**src/rtl/pipe_ctrl.sv**
```systemverilog
// pipe_ctrl: pipeline control unit for the five-stage Y86-64 pipeline.
//
// Produces per-stage stall/bubble controls and the condition-code write
// enable from the stage-register contents. The controls are combinational.
// A run-state machine handles a debugger pause/drain handshake and a sticky
// halt on exception. Two saturating performance counters track cycles
// and retired instructions.
//
// Ports
//   clk, rst_n                  clock, synchronous active-low reset
//   D/E/M/W_icode               stage-register icodes (nop = 4'h1)
//   E_dstM                      execute-stage memory destination (4'hF = none)
//   d_srcA, d_srcB              decode source registers
//   e_cnd                       execute condition result
//   m_stat, W_stat              one-hot status, AOK=1000 HLT=0100 ADR=0010 INS=0001
//   halt_req, resume            single-cycle pause / resume pulses
//   F_stall .. SetCC            stage controls
//   paused, halted              run-state indicators
//   final_stat                  W_stat captured when HALTED is entered
//   cycle_cnt, retire_cnt       saturating performance counters
module pipe_ctrl #(
  parameter int unsigned CNT_W = 32
) (
  input  logic             clk,
  input  logic             rst_n,
  input  logic [3:0]       D_icode,
  input  logic [3:0]       E_icode,
  input  logic [3:0]       M_icode,
  input  logic [3:0]       W_icode,
  input  logic [3:0]       E_dstM,
  input  logic [3:0]       d_srcA,
  input  logic [3:0]       d_srcB,
  input  logic             e_cnd,
  input  logic [0:3]       m_stat,
  input  logic [0:3]       W_stat,
  input  logic             halt_req,
  input  logic             resume,
  output logic             F_stall,
  output logic             D_stall,
  output logic             D_bubble,
  output logic             E_bubble,
  output logic             M_bubble,
  output logic             W_stall,
  output logic             SetCC,
  output logic             paused,
  output logic             halted,
  output logic [0:3]       final_stat,
  output logic [CNT_W-1:0] cycle_cnt,
  output logic [CNT_W-1:0] retire_cnt
);

  localparam logic [3:0] I_NOP    = 4'h1;
  localparam logic [3:0] I_MRMOVQ = 4'h5;
  localparam logic [3:0] I_OPQ    = 4'h6;
  localparam logic [3:0] I_JXX    = 4'h7;
  localparam logic [3:0] I_RET    = 4'h9;
  localparam logic [3:0] I_POPQ   = 4'hB;
  localparam logic [3:0] R_NONE   = 4'hF;
  localparam logic [0:3] S_AOK    = 4'b1000;

  localparam logic [CNT_W-1:0] CNT_ONE = {{(CNT_W-1){1'b0}}, 1'b1};

  typedef enum logic [1:0] {
    ST_RUN,
    ST_DRAIN,
    ST_PAUSED,
    ST_HALTED
  } state_t;

  state_t state;

  logic lu, rt, mp, exc, w_exc, g;
  logic f_stall, d_stall, d_bub, e_bub, m_bub, w_stl, set_cc;
  logic cnt_en;

  assign lu    = (E_icode == I_MRMOVQ || E_icode == I_POPQ) && (E_dstM != R_NONE) &&
                 (E_dstM == d_srcA || E_dstM == d_srcB);
  assign rt    = (D_icode == I_RET) || (E_icode == I_RET) || (M_icode == I_RET);
  assign mp    = (E_icode == I_JXX) && !e_cnd;
  assign w_exc = (W_stat != S_AOK);
  assign exc   = (m_stat != S_AOK) || w_exc;
  // While draining, fetch only freezes once no control transfer is in flight.
  assign g     = !(mp || rt || E_icode == I_JXX);

  always_comb begin
    f_stall = lu | rt;
    d_stall = lu;
    d_bub   = mp | (rt & ~lu);
    e_bub   = mp | lu;
    m_bub   = exc;
    w_stl   = w_exc;
    set_cc  = (E_icode == I_OPQ) && !exc;
    unique case (state)
      ST_DRAIN: begin
        if (g) begin
          f_stall = 1'b1;
          d_stall = 1'b0;
          d_bub   = 1'b1;
          e_bub   = lu;
        end
      end
      ST_PAUSED: begin
        f_stall = 1'b1;
        d_stall = 1'b0;
        d_bub   = 1'b1;
        e_bub   = 1'b1;
        m_bub   = 1'b1;
        w_stl   = 1'b0;
        set_cc  = 1'b0;
      end
      ST_HALTED: begin
        f_stall = 1'b1;
        d_stall = 1'b1;
        d_bub   = 1'b0;
        e_bub   = 1'b1;
        m_bub   = 1'b1;
        w_stl   = 1'b1;
        set_cc  = 1'b0;
      end
      default: ;
    endcase
  end

  assign F_stall  = f_stall;
  assign D_stall  = d_stall;
  // Stall wins over bubble on the decode register.
  assign D_bubble = d_bub & ~d_stall;
  assign E_bubble = e_bub;
  assign M_bubble = m_bub;
  assign W_stall  = w_stl;
  assign SetCC    = set_cc;

  assign paused = (state == ST_PAUSED);
  assign halted = (state == ST_HALTED);
  assign cnt_en = (state == ST_RUN) || (state == ST_DRAIN);

  always_ff @(posedge clk) begin
    if (!rst_n) begin
      state      <= ST_RUN;
      cycle_cnt  <= '0;
      retire_cnt <= '0;
      final_stat <= S_AOK;
    end else begin
      if (cnt_en && cycle_cnt != '1)
        cycle_cnt <= cycle_cnt + CNT_ONE;
      if (cnt_en && !w_exc && W_icode != I_NOP && retire_cnt != '1)
        retire_cnt <= retire_cnt + CNT_ONE;

      // A writeback exception overrides every other transition and sticks.
      if (w_exc) begin
        if (state != ST_HALTED)
          final_stat <= W_stat;
        state <= ST_HALTED;
      end else begin
        unique case (state)
          ST_RUN:    if (halt_req) state <= ST_DRAIN;
          ST_DRAIN:  if (E_icode == I_NOP && M_icode == I_NOP && W_icode == I_NOP && D_bubble)
                       state <= ST_PAUSED;
          ST_PAUSED: if (resume) state <= ST_RUN;
          default:   ;
        endcase
      end
    end
  end

endmodule
```
**config.mk**
```make
export PLATFORM = sky130hd
export DESIGN_NAME = pipe_ctrl
export DESIGN_NICKNAME = d
export VERILOG_FILES = /design/src/rtl/pipe_ctrl.sv
export SDC_FILE = /design/constraint.sdc
export NUM_CORES = 1
export LEC_CHECK = 0
export BUFFER_PORTS_ARGS = -buffer_cell sky130_fd_sc_hd__buf_2
export CELL_PAD_IN_SITES_DETAIL_PLACEMENT = 1
export CELL_PAD_IN_SITES_GLOBAL_PLACEMENT = 1
export CORE_AREA = 2 2 116 118
export CTS_BUF_LIST = sky130_fd_sc_hd__clkbuf_8
export CTS_CLUSTER_DIAMETER = 60
export DETAILED_ROUTE_END_ITERATION = 10
export DIE_AREA = 0 0 118 120
export GPL_TIMING_DRIVEN = 0
export MAX_ROUTING_LAYER = met4
export PLACE_DENSITY = 0.66
export SLEW_MARGIN = 5
export SYNTH_ARGS = -nofsm -noshare
export SYNTH_HDL_FRONTEND = slang
export SYNTH_SLANG_ARGS = --single-unit
```
**constraint.sdc**
```tcl
create_clock -name clk -period 4.4 [get_ports clk]
set_clock_uncertainty 0.1 [all_clocks]
set_input_delay 1.1 -clock clk [delete_from_list [all_inputs] [get_ports clk]]
set_output_delay 1.1 -clock clk [all_outputs]
set_load 0.02 [all_outputs]
```
# Word-level counts from Yosys, hierarchy flattened
# Index checks and enable logic that the tools add are counted.
# classes
add_sub_neg,2
n_eq_ne,25
muxes,16
bitwise_logic,7
reduce_logical,27
# op_table
operator,n
$add 32x1->32 const B,2
$ne 32x32->1 const B,2
$eq 4x4->1 const B,4
$eq 4x1->1 const B,3
$eq 4x3->1 const B,3
$ne 4x4->1 const B,3
$logic_and 1x1->1,11
$eq 4x4->1,2
$logic_or 1x1->1,8
$mux 2,4
$mux 1,6
$ne 3x2->1 const B,2
$pmux 1 s2,3
$pmux 1 s3,2
$pmux 2 s3,1
$eq 2x2->1 const B,2
$ne 4x1->1 const B,1
$reduce_and 4->1,1
$reduce_bool 4->1,1
$logic_not 1->1,3
$ne 3x3->1 const B,1
$or 1x1->1,3
$and 1x1->1,2
$eq 2x1->1 const B,1
5 further kinds,6
# word_totals
register_bits,70
in_bits,41
output_inout_bits,77
wordCells,81

# Logic depth before layout (Yosys ltp)
# depth
ltp_word,14
ltp_mapped,10
ltp_nobuf,8

# Worst setup path after synthesis
# Ideal clock, no wire load.
# synth_timing
path_type,input-to-output
startpoint,input port E_dstM[1]
endpoint,output port D_bubble
arrival_ps,2488
t_required_ps,3200
setup_slack_ps,712
stages,6
n_path_buf,0
path_cell_list,xor2_1 -> nor4_1 -> a41oi_1 -> o31a_1 -> a21oi_1 -> a21oi_1
# synth_via
word_cells_on_any_way,15
classes_between,eq/ne: 3; mux: 4; bitwise: 5; reduce/logical: 3
# synth_lines
element,line_no,source
from (decl),30,"input logic [3:0] E_dstM,"
$ne 4x4->1 / $eq 4x4->1 (equally long branches),"76, 77",
$logic_and 1x1->1 / $logic_or 1x1->1 (equally long branches),"76, 77",
$logic_and 1x1->1 *,76,assign lu = (E_icode == I_MRMOVQ || E_icode == I_POPQ) && (E_dstM != R_NONE) &&
$mux 1,95,if (g) begin
$pmux 1 s3 *,93,unique case (state)
net D_stall,39,"output logic D_stall,"
$not 1->1 *,127,assign D_bubble = d_bub & ~d_stall;
$and 1x1->1 *,127,
to (decl),40,"output logic D_bubble,"
# The timed path passes the listed nets; every way through them passes the cells marked *.

# Final worst setup path
# layout_timing
startpoint,input port E_dstM[1]
endpoint,output port D_bubble
# layout_via
elab_chain_len,9
word_cells_on_any_way,15
classes_between,eq/ne: 3; mux: 4; bitwise: 5; reduce/logical: 3
# layout_rtl
element,line_no,source
$ne 4x4->1 / $eq 4x4->1 (equally long branches),"76, 77",
$logic_and 1x1->1 / $logic_or 1x1->1 (equally long branches),"76, 77",
$logic_and 1x1->1 *,76,
$not 1->1,88,d_bub = mp | (rt & ~lu);
$and 1x1->1,88,
$or 1x1->1,88,
$mux 1,95,
$pmux 1 s3,93,
$and 1x1->1 *,127,
# Mark *: on every way between the ends. The rest lies on a longest branch, timed or not.

==> metrics.csv <==
stage;metric;value;unit
status;status;complete, no violations;
critical_path;worstPathMaxFanout;4;
clock_tree;clock_tree.buffer_depth;2;
route;first_pass_iters;4;
critical_path;crit_buf_inv;2;
critical_path;crit_chain;buf_2, xor2_1, nor4_1, a41oi_1, o311ai_1, a21oi_1, buf_2;
floorplan;die_width;118;um
critical_path;end_kind;output port;
floorplan;row_count;42;
critical_path;cpMostUsedCell;buf_2;
clock_tree;cts_hold_buf;0;
route;drtIter0Drc;119;
finish;final_nets;623;
critical_path;cpLargestDelayFamily;compound AO/OA/AOI/OAI gates;
place;place_congestion;0.753;
sta;final.min_clock_period;3.90;ns
floorplan;dieArea;0.0142;mm2
floorplan;die_y;120;um
floorplan;top_level_ports;118;
sta;slew_headroom;51.9;%
pwr;ir_drop;0.123;mV
critical_path;path_class;in2out;
sta;fin_crit_sh;88.5;%
logic_synthesis;yosys-top-cells-area;dfxtp_1, xor2_1, nor2_1;
logic_synthesis;syn-mean-instance-area;8.51;um2
clock_tree;root_buffer;clkbuf_8;
critical_path;rrSetupSlack;1.72;ns
clock_tree;cts_resized;0;
sta;rsz0062_at_grt;false;
sta;setup_tns;0;ns
logic_synthesis;synth.most_common_cell;dfxtp_1;
finish;diodes;0;
logic_synthesis;yosysTopAreaCellShare;36.8;%
logic_synthesis;synthFlopType;dfxtp_1;
sta;slew_viol_final;0;
logic_synthesis;synth_edf_count;0;
logic_synthesis;yosys-top-cells-count;dfxtp_1, nor2_1, nand2_1, xor2_1, nand4_1;
route;met2WireLength;5.80;mm
logic_synthesis;ys_ff_latch;70;
critical_path;startpoint;E_dstM[1];
pwr;intPower;961;uW
logic_synthesis;ys_types;61;
pwr;p_seq_share;49.6;%
floorplan;core-area;0.0130;mm2
logic_synthesis;synth.largest_area_cell;dfxtp_1;
global_routing;antenna_found_initial;0;
logic_synthesis;netlist_area;0.00381;mm2
pwr;sw_frac_of_total;26.1;%
route;drcViolationCount;0;
place;port_buffers;117;
route;routed_wl;11.4;mm
clock_tree;clock-sinks;70;
global_routing;grt_pass1_wl;18.9;mm
pwr;power.switching;339;uW
sta;tightest_slew;0.713;ns
place;placed_area;0.00461;mm2
route;vias;3726;
clock_tree;cts_buffers;9;
finish;design_area;0.00480;mm2
clock_tree;clk_pin_slew_worst_paths;0.08;ns
floorplan;start_util;29.3;%
finish;fill_cells;1633;
route;routedWlPerCell;15.1;um
sta;setup_viol;0;
logic_synthesis;synth_warnings;0;
clock_tree;htree_levels;3;
finish;multiInputGateArea;0.00233;mm2
global_routing;grt_overflow_total;0;
pwr;power_leakage;0.00202;uW
logic_synthesis;synth_cells;447;
worst_hold_path;holdCritStartpoint;final_stat[0]$_SDFFE_PN1P_;
critical_path;worstReg2RegStart;state[1]$_SDFFE_PN0P_;
logic_synthesis;synth_fp_nets;495;
global_routing;grt_max_degree;12;
global_routing;grt_pass1_vias;3851;
logic_synthesis;async_flop_share;0;%
route;drt-vias-per-instance;4.94;
route;final_antenna_net_count;0;
clock_tree;insertion_delay;0.36;ns
finish;regArea;0.00140;mm2
critical_path;cpPeakStageDelay;0.59;ns
job;drv_cap;0;
sta;final_hold_viol_count;0;
clock_tree;post_cts_buffers;0;
pwr;clkPwrFrac;40.2;%
pwr;p_per_area;271;mW/mm2
worst_hold_path;min_path_type;reg2reg;
route;met3_length;389;um
finish;syn_to_final_growth;26.1;%
route;topRoutingLayerUsed;met4;
finish;drive_gt1_share;27.1;%
clock_tree;cts_tree;done;
global_routing;grt_use_total;17.0;%
critical_path;slowest_stage;o311ai_1;
pwr;pwr-share-comb;10.2;%
critical_path;cp.arrival;2.70;ns
critical_path;worstPathRequired;3.20;ns
route;wl_met1;5.10;mm
sta;max_clock_freq;257;MHz
critical_path;start_kind;input port;
place;dpl.hpwl;8.88;mm
logic_synthesis;ys_seq_area_share;36.8;%
[logic make-up after synthesis]
kind of cell / Yosys count / share of synthesized area, %
compound gates: 56 / 9.57
fa+ha+maj: 7 / 2.30
buf+inv: 20 / 2.04
mux: 11 / 2.89
flops: 70 / 36.8
simple gates: 234 / 35.1
xor+xnor: 49 / 11.3
[sequential cells by signal, summed over array words and instances, names as in the netlist]
signal	count
state	2
retire_cnt	32
final_stat	4
cycle_cnt	32
[metrics by stage]
step                hold WS, ns  worst slack [ns]  total power (uW)  std cells  utilization [%]
floorplan                 0.449             0.712               737        447                -
global route              0.425             0.388              1360        755             37.0
CTS                       0.389             0.528              1330        755             37.0
detailed placement        0.368             0.541               793        740             35.5
global placement          0.352             0.565               788        740             35.5
finish                    0.384             0.504              1300        755             37.0
[worst reg2reg max path: stages, from the launching register on]
cell,delay (ns)
dfxtp_1,0.36
inv_1,0.15
ha_1,0.28
or2_2,0.14
clkbuf_2,0.20
nand3_1,0.12
a31oi_2,0.40
nor4b_2,0.41
and3_1,0.25
mux2i_1,0.19
[final cells by class]
type	count	share of cell area (%)
Timing Repair Buffer	117	12.2
Clock inverter	5	1.07
Sequential cell	70	29.2
Buffer	11	0.912
Clock buffer	10	2.87
Inverter	9	0.704
Multi-Input combinational cell	357	48.5
Tap cell	176	4.59
[final timing paths]
path | endpoint | cells after the start
setup / recovery | D_bubble | 7
hold reg to reg | final_stat[0]$_SDFFE_PN1P_ | 2
setup reg to reg | retire_cnt[29]$_SDFFE_PN0P_ | 9
hold / removal | final_stat[0]$_SDFFE_PN1P_ | 2
[power groups by stage]
stage	registers, uW	logic (uW)	clock network (uW)
4_1_cts	645	134	546
3_5_place_dp	660	133	0
2_1_floorplan	665	71.4	0
5_1_grt	646	146	569
3_3_place_gp	660	129	0
6_report	645	132	522
[routing by layer]
metal | global-route usage [%] | vias up
met5 | - | -
met3 | 3.80 | 9
met2 | 29.9 | 65
met4 | 5.05 | 0
met1 | 19.3 | 1794
li1 | - | 1858
[layout by cell type, fill, tap and decap left out, drive strengths merged, types with 4 or more instances in the layout]
master and count:
nor2b 7, buf 118, nor3 13, nor4b 6, nor4 4, or2 4, nor2 60, nand2b 10
dfxtp 70, mux2i 11, clkbuf 20, and2 4, nand3 15, nand4 26, or3 11, and4 8
a21oi 18, xor2 28, and3 14, a211oi 5, ha 7, o21ai 15, xnor2 21, nand2 43
inv 10
Note: power is estimated with default switching activity, not from simulation.
